--- config.mk ---
export PLATFORM = sky130hd
export DESIGN_NAME = sys_ctrl_tx_framer
export DESIGN_NICKNAME = d
export VERILOG_FILES = /design/src/rtl/sys_ctrl_tx_framer.sv
export SDC_FILE = /design/constraint.sdc
export NUM_CORES = 1
export LEC_CHECK = 0
export CAP_MARGIN = 20
export CORE_ASPECT_RATIO = 0.8
export CORE_MARGIN = 2
export CORE_UTILIZATION = 53
export CTS_BUF_LIST = sky130_fd_sc_hd__clkbuf_8
export DETAILED_ROUTE_END_ITERATION = 8
export PLACE_DENSITY = 0.75
export SLEW_MARGIN = 20
export SYNTH_ARGS = -nofsm -noshare
export SYNTH_HDL_FRONTEND = slang
export SYNTH_SLANG_ARGS = --single-unit
--- constraint.sdc ---
create_clock -name CLK_i -period 5.4 [get_ports CLK_i]
set_input_delay 0.81 -clock CLK_i [delete_from_list [all_inputs] [get_ports CLK_i]]
set_output_delay 0.81 -clock CLK_i [all_outputs]
set_load 0.005 [all_outputs]
--- src/rtl/sys_ctrl_tx_framer.sv ---
// sys_ctrl_tx_framer: queues read/ALU messages and serialises them low byte first to the UART TX.
// SYS_TX_TOGGLE_EN: Tx_Data_valid_o toggles once per byte instead of pulsing.
module sys_ctrl_tx_framer #(
   parameter int WIDTH     = 8,
   parameter int RES_BYTES = 2,
   parameter int DEPTH     = 4,
   parameter int BUSY_TO   = 15
) (
   input  logic                       CLK_i,
   input  logic                       Reset_i,
   input  logic [WIDTH-1:0]           RdData_i,
   input  logic                       Rd_valid_i,
   input  logic [RES_BYTES*WIDTH-1:0] ALU_out_i,
   input  logic                       ALU_out_valid_i,
   input  logic [3:0]                 ALU_FUN_i,
   input  logic                       Busy_i,
   output logic [WIDTH-1:0]           Tx_Data_o,
   output logic                       Tx_Data_valid_o,
   output logic                       Full_o,
   output logic                       Drop_o
);
   localparam int PW = RES_BYTES*WIDTH;
   localparam int NW = $clog2(RES_BYTES+1);
   localparam int AW = $clog2(DEPTH);
   localparam int TW = $clog2(BUSY_TO+1);
   localparam logic [AW:0] FULL_CNT = (AW+1)'(DEPTH);
   typedef enum logic [2:0] {IDLE, LOAD, SEND, WAIT_BUSY, WAIT_DONE} state_t;
   state_t state_q, state_d;
   logic [PW-1:0] pay_mem [DEPTH];
   logic [NW-1:0] nb_mem [DEPTH];
   logic [AW-1:0] wr_q, rd_q;
   logic [AW:0] cnt_q, cnt_d;
   logic [PW-1:0] shift_q, shift_d, in_pay;
   logic [NW-1:0] bytes_q, bytes_d, in_nb;
   logic [TW-1:0] timer_q, timer_d;
   logic [WIDTH-1:0] tx_d;
   logic txv_d, push, pop, accept, drop_d, strobe, arith;
   // An ALU result wins over a simultaneous read; the read is reported as dropped.
   always_comb begin
      arith  = ALU_out_valid_i && ALU_FUN_i[3:2] == 2'b00;
      in_pay = arith ? ALU_out_i : ALU_out_valid_i ? PW'(ALU_out_i[WIDTH-1:0]) : PW'(RdData_i);
      in_nb  = arith ? NW'(RES_BYTES) : NW'(1);
      push   = Rd_valid_i | ALU_out_valid_i;
      pop    = state_q == LOAD;
      accept = push && (cnt_q != FULL_CNT || pop);
      drop_d = (Rd_valid_i && ALU_out_valid_i) || (push && !accept);
      cnt_d  = cnt_q + (AW+1)'(accept) - (AW+1)'(pop);
   end
   always_ff @(posedge CLK_i or posedge Reset_i)
      if (Reset_i) begin
         wr_q   <= '0;
         rd_q   <= '0;
         cnt_q  <= '0;
         Full_o <= 1'b0;
         Drop_o <= 1'b0;
      end else begin
         wr_q   <= wr_q + AW'(accept);
         rd_q   <= rd_q + AW'(pop);
         cnt_q  <= cnt_d;
         Full_o <= cnt_d == FULL_CNT;
         Drop_o <= drop_d;
      end
   always_ff @(posedge CLK_i)
      if (accept) begin
         pay_mem[wr_q] <= in_pay;
         nb_mem[wr_q]  <= in_nb;
      end
   always_ff @(posedge CLK_i or posedge Reset_i)
      if (Reset_i) state_q <= IDLE;
      else state_q <= state_d;
   always_comb begin
      state_d = state_q;
      case (state_q)
         IDLE:      if (|cnt_q) state_d = LOAD;
         LOAD:      state_d = SEND;
         SEND:      if (!Busy_i) state_d = WAIT_BUSY;
         WAIT_BUSY: if (Busy_i) state_d = WAIT_DONE;
                    else if (timer_q == TW'(BUSY_TO-1)) state_d = SEND;
         WAIT_DONE: if (!Busy_i) state_d = bytes_q == NW'(1) ? IDLE : SEND;
         default:   state_d = IDLE;
      endcase
   end
   always_comb begin
      strobe  = state_q == SEND && !Busy_i;
      shift_d = shift_q;
      bytes_d = bytes_q;
      timer_d = timer_q;
      tx_d    = Tx_Data_o;
      if (pop) begin
         shift_d = pay_mem[rd_q];
         bytes_d = nb_mem[rd_q];
      end
      if (strobe) begin
         tx_d    = shift_q[WIDTH-1:0];
         timer_d = '0;
      end
      if (state_q == WAIT_BUSY) timer_d = timer_q + 1'b1;
      if (state_q == WAIT_DONE && !Busy_i) begin
         shift_d = shift_q >> WIDTH;
         bytes_d = bytes_q - 1'b1;
      end
`ifdef SYS_TX_TOGGLE_EN
      txv_d = Tx_Data_valid_o ^ strobe;
`else
      txv_d = strobe;
`endif
   end
   always_ff @(posedge CLK_i or posedge Reset_i)
      if (Reset_i) begin
         shift_q         <= '0;
         bytes_q         <= '0;
         timer_q         <= '0;
         Tx_Data_o       <= '0;
         Tx_Data_valid_o <= 1'b0;
      end else begin
         shift_q         <= shift_d;
         bytes_q         <= bytes_d;
         timer_q         <= timer_d;
         Tx_Data_o       <= tx_d;
         Tx_Data_valid_o <= txv_d;
      end
endmodule

==> qor.csv, run 1 <==
metric;value;unit
rsz0062_at_grt;no;
grt_max_degree;44;
insertion_delay;0.42;ns
grt-ovfl-total;0;
cts-buffers-inserted;17;
max_freq;0.329;GHz
yosysMostFrequentCell;edfxtp_1;
syn_inst;257;
drtIter0Drc;133;
worstMarginPinSlew;1.03;ns
dp.cells;404;
via_per_inst;5.46;
hold_path_class;reg -> reg;
synth_top_area_share;0.465;
yosys_warnings;0;
synth-compound-area-share;0.0556;
rows;30;
ff2ff_path_depth;10;
post-route-util;0.659;
worst_setup_path_end_kind;register;
ant_nets;0;
coreArea;0.00852;mm²
powerDensity;571;mW/mm²
dieHeight;87.8;µm
die_w;109;µm
drive_gt1_frac;0.241;
post-dp-hpwl;4.92;mm
io_pins;44;
fin_setup_tns;0;ns
synthTopCellsByArea;edfxtp_1 (46%), dfrtp_1 (23%), mux4_2 (8.7%), mux2_2 (3.9%), and2_1 (2.0%);
seq_area_frac_synth;0.696;
hold_violations;0;
relSlewSlack;0.311;
grt_pass1_vias;2434;
cp.required;5.73;ns
synth_ff_type;edfxtp_1;
cts-hold-fix-buffers;0;
grtUsageTotal;0.182;
synth_mux_area_frac;0.128;
die_area;0.00955;mm²
synth-adder-area-share;0.0255;
synth_common_cells;edfxtp_1 (72), dfrtp_1 (43), mux4_2 (18);
synth_edf_count;72;
avgSynthCellArea;18.1;µm²
place_area;0.00520;mm²
antenna_found_initial;0;
critPathArrivalTime;3.37;ns
synth_cell_types;44;
fin_ws;2.36;ns
place_congestion;0.768;
clk_pin_slew;0.07;ns
synth_area;0.00465;mm²
cts_setup_buffers;0;
synth_nets;298;
cts_root_buffer;clkbuf_8;
area_growth;20.7;%
synth-seq-cells;115;
cts_sinks;115;
clock_path_buffers;2;
synthArstFlopShare;0.374;
drv_slew;0;
synth_top_area_cell;edfxtp_1;
post-place-ws;1.91;ns
hold_depth;1;
cap_violations;0;
path_class;in -> reg;
insertedDiodeCount;0;
final_cells;436;
leakagePower;2.10;nW
synth_xor_area_frac;0.00753;
crit_path_max_fanout;11;
htreeDepth;4;
synth_top_family_by_area;multiplexers;
stdcell_area;0.00562;mm²
synthSimpleGateAreaFrac;0.0648;
ir_drop;0.243;mV
initial_core_util;0.546;
routedWlPerCell;17.5;µm
r2r_setup_slack;2.41;ns
grt_pass1_wl;12.4;mm
remaining_drc_errors;0;
wirelength;7.62;mm
tritoncts;yes;
drtPass1Iterations;4;
fin_crit;3.04;ns
cts_resized;0;
finalSetupViolations;0;
period_share;0.562;
cp-start-kind;input pin;
status;finished, final reports clean;
fin_nets;352;
port_buffers;41;
num_vias;2379;
clock-skew-final;0.00660;ns
-- worst paths after layout --
path | to | from
min | bytes_q[0] | bytes_q[0]
min reg2reg | bytes_q[0] | bytes_q[0]
max reg2reg | Full_o | state_q[0]
max | Full_o | ALU_out_valid_i
min in group asynchronous | Tx_Data_o[7] | Reset_i
max in group asynchronous | rd_q[0] | Reset_i
-- state kept, by name, summed over array words and instances, names as in the netlist --
| signal | flops |
|---|---|
| Full_o | 1 |
| wr_q | 2 |
| Drop_o | 1 |
| nb_mem | 8 |
| timer_q | 4 |
| rd_q | 2 |
| Tx_Data_o | 8 |
| Tx_Data_valid_o | 1 |
| shift_q | 16 |
| cnt_q | 3 |
| state_q | 3 |
| pay_mem | 64 |
| bytes_q | 2 |
-- cells in the final DEF (no fill, tap or decap), drive strengths merged, types with 2 or more instances in the layout --
| cell type | count |
|---|---|
| mux4 | 18 |
| clkinv | 4 |
| xor2 | 2 |
| a21oi | 2 |
| edfxtp | 72 |
| buf | 4 |
| a21o | 2 |
| inv | 15 |
| clkbuf | 17 |
| ha | 7 |
| a21boi | 2 |
| bufinv | 3 |
| nor2 | 3 |
| a22o | 9 |
| and2 | 16 |
| o22ai | 2 |
| nand2 | 2 |
| clkdlybuf4s50 | 41 |
| dfrtp | 43 |
| nand2b | 3 |
| nand3 | 3 |
| a221o | 8 |
| mux2 | 16 |
| nor3 | 3 |
| o2bb2ai | 2 |
| clkinvlp | 4 |
| nor3b | 6 |
| xnor2 | 2 |
-- stage by stage --
step | hold WS (ns) | power [mW]
after floorplan | 0.456 | 2.11
after CTS | 0.492 | 3.25
final | 0.491 | 3.21
after detailed placement | 0.479 | 2.43
after global placement | 0.477 | 2.38
after global routing | 0.528 | 3.40
-- power breakdown --
group | total, mW | internal (mW) | switching (mW) | leakage, nW
Combinational | 0.930 | 0.498 | 0.432 | 0.692
Sequential | 1.46 | 1.27 | 0.189 | 1.21
Clock | 0.817 | 0.460 | 0.356 | 0.197
-- cells by family after synthesis --
logic type / after synthesis
AO/OA/AOI/OAI: 31
XOR/XNOR: 4
adder cells (fa/ha/maj): 9
flip-flops: 115
multiplexers: 35
AND/OR/NAND/NOR: 42
buffers and inverters: 21
-- critical path: stages --
cell             delay (ns)
clkdlybuf4s50_1        0.40
buf_4                  0.18
o22ai_1                0.64
ha_1                   0.22
inv_1                  0.04
ha_1                   0.18
fa_1                   0.38
xnor2_1                0.18
xnor2_1                0.15
nor3b_1                0.19
-- per-layer routing --
layer / global-route usage / up-vias / wire [µm]
met5: 0 / - / 0
li1: - / 1123 / -
met2: 0.279 / 57 / 3590
met1: 0.246 / 1188 / 3650
met3: 0.0454 / 11 / 296
met4: 0.0897 / 0 / 85
-- area by class of cell --
cell class,instances,area (µm²)
clock buffer,17,234
inverter,11,41.3
tap,112,140
fill,614,2900
clock inverter,15,181
multi-input combinational,121,1340
timing repair buffer,45,440
sequential,115,3240
No activity file was read; power rests on OpenSTA's default activity.
==> run 2: changes to the inputs <==
- clock period: 5.4 -> 3.2 ns (I/O delays scaled with it)
==> run 2 against run 1 <==
Die area unchanged. Clock power up 58%. Count of clock-buffer cells in the layout unchanged. Highest routed layer unchanged. Largest power group unchanged. Sequential share of layout area about the same. Non-clock buffer count up 7. Sequential cell count unchanged. Design area about the same. Critical path depth down 1.
==> qor.csv, run 2 (synthesis results as in run 1) <==
metric;value;unit;change
crit_chain;or3b_1 -> o22ai_1 -> ha_1 -> inv_1 -> ha_1 -> fa_1 -> xnor2_1 -> xnor2_1 -> nor3b_1;;was clkdlybuf4s50_1 -> buf_4 -> o22ai_1 -> ha_1 -> inv_1 -> ha_1 -> fa_1 -> xnor2_1 -> xnor2_1 -> nor3b_1
final_common_cell;edfxtp_1;;unchanged
clock_path_buffers;2;;unchanged
routedWlPerCell;18.7;µm;was 17.5 µm
clk_pin_slew;0.07;ns;about the same
cts-buffers-inserted;17;;unchanged
port_buffers;41;;unchanged
initial_core_util;0.546;;unchanged
grt_max_degree;44;;unchanged
use_met3;0.0506;;was 0.0454
area_growth;20.8;%;was 20.7%
cp.required;3.53;ns;was 5.73 ns
leakagePower;2.13;nW;was 2.10 nW
finalSetupViolations;0;;unchanged
worst_setup_path_end_kind;register;;unchanged
grt_use_met2;0.304;;was 0.279
status;finished, final reports clean;;unchanged
coreArea;0.00852;mm²;unchanged
fin_setup_tns;0;ns;unchanged
io_pins;44;;unchanged
post-dp-hpwl;5.30;mm;was 4.92 mm
top_usage_layer;met2;;unchanged
hold_path_class;reg -> reg;;unchanged
power.switching;1.63;mW;was 0.977 mW
hold_violations;0;;unchanged
critPathArrivalTime;3.04;ns;was 3.37 ns
grt_pass1_wl;13.3;mm;was 12.4 mm
wirelength;8.27;mm;was 7.62 mm
critPathMaxStageDelay;0.48;ns;was 0.64 ns
cts-hold-fix-buffers;0;;unchanged
finalPower;5.39;mW;was 3.21 mW
cts_root_buffer;clkbuf_8;;unchanged
period_share;0.848;;
rsz0062_at_grt;no;;unchanged
cts_setup_buffers;0;;unchanged
reg_top3;pay_mem x64, shift_q x16;;unchanged
drtPass1Iterations;4;;unchanged
powerDensity;959;mW/mm²;was 571 mW/mm²
htreeDepth;4;;unchanged
stdcell_area;0.00562;mm²;about the same
internal-power;3.76;mW;was 2.23 mW
insertedDiodeCount;0;;unchanged
drive_gt1_frac;0.245;;was 0.241
ff2ff_path_depth;9;;was 10
layout_common_cells;edfxtp_1 (72), dfrtp_1 (43), clkdlybuf4s50_1 (41);;unchanged
worstMarginPinSlew;0.732;ns;was 1.03 ns
place_area;0.00524;mm²;was 0.00520 mm²
max_freq;0.368;GHz;
grt_util_met1;0.261;;was 0.246
combPwrFrac;0.297;;was 0.290
post-route-util;0.660;;was 0.659
ir_drop;0.405;mV;was 0.243 mV
dieHeight;87.8;µm;unchanged
hold_depth;1;;unchanged
pwr-share-clk;0.240;;was 0.254
ant_nets;0;;unchanged
antenna_found_initial;0;;unchanged
relSlewSlack;0.512;;was 0.311
path_class;reg -> reg;;was in -> reg
critPathSlowestCell;o22ai_1;;unchanged
drv_slew;0;;unchanged
fin_nets;359;;was 352
die_area;0.00955;mm²;unchanged
cap_violations;0;;unchanged
remaining_drc_errors;0;;unchanged
largest_register_ffs;64;;unchanged
cts_sinks;115;;unchanged
cp-start-kind;register;;was input pin
place_congestion;0.752;;was 0.768
fin_crit;2.71;ns;
die_w;109;µm;unchanged
rows;30;;unchanged
clock-skew-final;0.0103;ns;was 0.00660 ns
largest_register;pay_mem;;unchanged
tritoncts;yes;;unchanged
insertion_delay;0.41;ns;was 0.42 ns
grt-ovfl-total;0;;unchanged
grt_pass1_vias;2591;;was 2434
crit_path_max_fanout;5;;was 11
via_per_inst;5.57;;was 5.46
hold_ws;0.506;ns;was 0.491 ns
grtUsageTotal;0.196;;was 0.182
drtIter0Drc;163;;was 133
cts_resized;0;;unchanged
num_vias;2467;;was 2379
seqPwrFrac;0.463;;was 0.456
swShare;0.303;;was 0.304
==> run 2: changes by cell type in the layout (fill, tap and decap cells not counted), sizes merged <==
| cell | change |
|---|---|
| buf | +7 |
| clkinvlp | -2 |
| inv | -2 |
| clkinv | +4 |
==> run 2: critical path: cells and delay by family, from the launching register on <==
| kind | cells | cell delay (ns) |
|---|---|---|
| adder cells (fa/ha/maj) | 3 | 0.78 |
| AND/OR/NAND/NOR | 2 | 0.60 |
| flip-flops | 1 | 0.39 |
| XOR/XNOR | 2 | 0.34 |
| AO/OA/AOI/OAI | 1 | 0.48 |
| buffers and inverters | 1 | 0.04 |
==> run 2: final cells by class <==
type                    instances  area [µm²]
clock buffers                  17         234
repair buffers                 52         493
flip-flops and latches        115        3240
well taps                     112         140
inverters                      11        41.3
clock inverters                15         149
multi-input cells             121        1330
fillers                       604        2900
==> run 2: final timing paths <==
| kind | from | to | slack (ns) |
|---|---|---|---|
| max in group asynchronous | Reset_i | rd_q[1] | 2.32 |
| max reg2reg | cnt_q[1] | Full_o | 0.49 |
| min reg2reg | Tx_Data_o[7] | Tx_Data_o[7] | 0.51 |
| min in group asynchronous | Reset_i | shift_q[13] | 0.52 |
| max | cnt_q[1] | Full_o | 0.49 |
| min | Tx_Data_o[7] | Tx_Data_o[7] | 0.51 |
==> run 2: routing by layer <==
metal	vias up	wire (µm)
met3	10	379
li1	1127	-
met2	68	3990
met5	-	0
met1	1262	3770
met4	0	122
==> run 2: power groups by stage <==
stage	Clock [mW]	Combinational [mW]	Sequential, mW
2_1_floorplan	0	1.21	2.35
3_3_place_gp	0	1.55	2.50
3_5_place_dp	0	1.62	2.52
4_1_cts	1.32	1.62	2.50
5_1_grt	1.38	1.77	2.56
6_report	1.29	1.60	2.50
==> run 2: through the flow <==
stage	setup WS, ns	instances
3_5_place_dp	0.294	411
3_3_place_gp	0.406	411
5_1_grt	0.197	443
4_1_cts	0.452	443
2_1_floorplan	0.328	257
6_report	0.486	443
==> run 3: changes to the inputs <==
- PLACE_DENSITY: 0.75 -> 0.78
- clock period: 3.2 -> 2.4 ns (I/O delays scaled with it)
==> run 3 against run 2 <==
Non-clock buffer count increased by 8. Total power increased by 37%. Combinational power increased by 49%. Register-to-register slack got worse by 0.33 ns. Via count decreased by 0.41%. Global-route usage decreased by 0.38 points. Clock power increased by 38%. Sequential cell count unchanged. Largest power group unchanged. Highest routed layer unchanged.
==> qor.csv, run 3 (synthesis results as in run 1) <==
metric;value;unit;change
period_share;0.936;;was 0.848
layout_common_cells;edfxtp_1 (72), dfrtp_1 (43), clkdlybuf4s50_1 (41);;unchanged
ff2ff_path_depth;9;;unchanged
io_pins;44;;unchanged
wirelength;8.08;mm;was 8.27 mm
seqPwrFrac;0.436;;was 0.463
endpoint;Full_o;;unchanged
critPathMaxStageDelay;0.42;ns;was 0.48 ns
initial_core_util;0.546;;unchanged
max_freq;0.445;GHz;was 0.368 GHz
fin_ws;0.155;ns;was 0.486 ns
drtPass1Iterations;4;;unchanged
path_buf_inv;1;;unchanged
worst_setup_path_end_kind;register;;unchanged
post-route-util;0.673;;was 0.660
htreeDepth;4;;unchanged
post-dp-hpwl;5.41;mm;was 5.30 mm
cts-hold-fix-buffers;0;;unchanged
insertion_delay;0.41;ns;about the same
grt_pass1_wl;13.1;mm;was 13.3 mm
crit_chain;or3b_4 -> o22ai_4 -> ha_1 -> inv_1 -> ha_1 -> fa_2 -> xnor2_2 -> xnor2_1 -> nor3b_2;;was or3b_1 -> o22ai_1 -> ha_1 -> inv_1 -> ha_1 -> fa_1 -> xnor2_1 -> xnor2_1 -> nor3b_1
leakagePower;2.19;nW;was 2.13 nW
relSlewSlack;0.639;;was 0.512
routedWlPerCell;17.9;µm;was 18.7 µm
critPathLaunch;cnt_q[1];;unchanged
cp-start-kind;register;;unchanged
insertedDiodeCount;0;;unchanged
remaining_drc_errors;0;;unchanged
fin_crit;2.25;ns;was 2.71 ns
antenna_found_initial;0;;unchanged
grt-ovfl-total;0;;unchanged
fin_setup_tns;0;ns;unchanged
fin_nets;367;;was 359
cts-buffers-inserted;17;;unchanged
stdcell_area;0.00573;mm²;was 0.00562 mm²
rr_startpoint;cnt_q[1];;unchanged
largest_register;pay_mem;;unchanged
rows;30;;unchanged
powerDensity;1290;mW/mm²;was 959 mW/mm²
place_area;0.00531;mm²;was 0.00524 mm²
tritoncts;yes;;unchanged
power.switching;2.18;mW;was 1.63 mW
crit_path_max_fanout;3;;was 5
drv_slew;0;;unchanged
crit_top_cell;ha_1;;
reg_top3;pay_mem x64, shift_q x16;;unchanged
ir_drop;0.607;mV;was 0.405 mV
clock-skew-final;0.0102;ns;was 0.0103 ns
cp.required;2.74;ns;was 3.53 ns
combPwrFrac;0.323;;was 0.297
path_depth;9;;unchanged
via_per_inst;5.45;;was 5.57
final_cells;451;;was 443
ant_nets;0;;unchanged
clk_pin_slew;0.06;ns;was 0.07 ns
finalSetupViolations;0;;unchanged
die_w;109;µm;unchanged
cts_root_buffer;clkbuf_8;;unchanged
drive_gt1_frac;0.280;;was 0.245
dieHeight;87.8;µm;unchanged
cap_violations;0;;unchanged
grtUsageTotal;0.192;;was 0.196
num_vias;2457;;was 2467
worstMarginPinSlew;0.541;ns;was 0.732 ns
coreArea;0.00852;mm²;unchanged
final_common_cell;edfxtp_1;;unchanged
drtIter0Drc;124;;was 163
cp_top_family;adder cells;;unchanged
die_area;0.00955;mm²;unchanged
critPathSlowestCell;or3b_4;;was o22ai_1
hold_path_class;in -> async;;was reg -> reg
grt_pass1_vias;2604;;was 2591
hold_violations;0;;unchanged
status;finished, final reports clean;;unchanged
r2r_setup_slack;0.15;ns;was 0.49 ns
largest_register_ffs;64;;unchanged
area_growth;23.2;%;was 20.8%
cts_sinks;115;;unchanged
place_congestion;0.725;;was 0.752
swShare;0.295;;was 0.303
grt_max_degree;44;;unchanged
path_class;reg -> reg;;unchanged
hold_ws;0.399;ns;was 0.506 ns
internal-power;5.20;mW;was 3.76 mW
port_buffers;41;;unchanged
post-place-ws;-0.0933;ns;was 0.294 ns
dp.cells;418;;was 411
critPathArrivalTime;2.58;ns;was 3.04 ns
clock_path_buffers;2;;unchanged
rsz0062_at_grt;no;;unchanged
pwr-share-clk;0.241;;was 0.240
reg2reg_to;Full_o;;unchanged
finalPower;7.37;mW;was 5.39 mW
[run 3: cell types whose count changed in the layout (fill, tap and decap cells not counted), moves of 2 or more]
cell      change
buf_4         +8
clkinv_1      -2
clkbuf_8      +2
clkinv_2      -2
[run 3: timing repair]
item / CTS / global route
setup buffers: 0 / 1
setup endpoints to repair: 0 / 1
resized for setup: 0 / 3
[run 3: how the worst min path moves through the flow]
stage,slack [ns],to
final,0.40,Tx_Data_o[7]
after global routing,0.46,Tx_Data_o[3]
after CTS,0.39,timer_q[2]
after detailed placement,0.50,Tx_Data_o[7]
after global placement,0.48,bytes_q[0]
after floorplan,0.46,bytes_q[0]
[run 3: tightest hold or removal path: stages]
cell and delay (ns):
clkdlybuf4s50_1 0.40, inv_1 0.05, buf_4 0.45
[run 3: layout make-up]
class | instances | area (µm²)
fill | 570 | 2790
clock inverter | 13 | 144
multi-input combinational | 121 | 1360
inverter | 11 | 41.3
timing repair buffer | 60 | 553
sequential | 115 | 3240
clock buffer | 19 | 262
tap | 112 | 140
[run 3: metal layers]
layer | GRT usage | share of wire | wire length (µm)
met1 | 0.243 | 0.46 | 3700
met3 | 0.0543 | 0.037 | 301
met2 | 0.322 | 0.49 | 3990
met5 | 0 | 0 | 0
met4 | 0.0699 | 0.011 | 89
[run 3: power groups by stage]
stage	Combinational, mW	Sequential, mW	Clock (mW)
2_1_floorplan	1.69	3.14	0
3_3_place_gp	2.29	3.21	0
3_5_place_dp	2.36	3.25	0
4_1_cts	2.36	3.22	1.82
5_1_grt	2.62	3.28	1.91
6_report	2.38	3.21	1.78
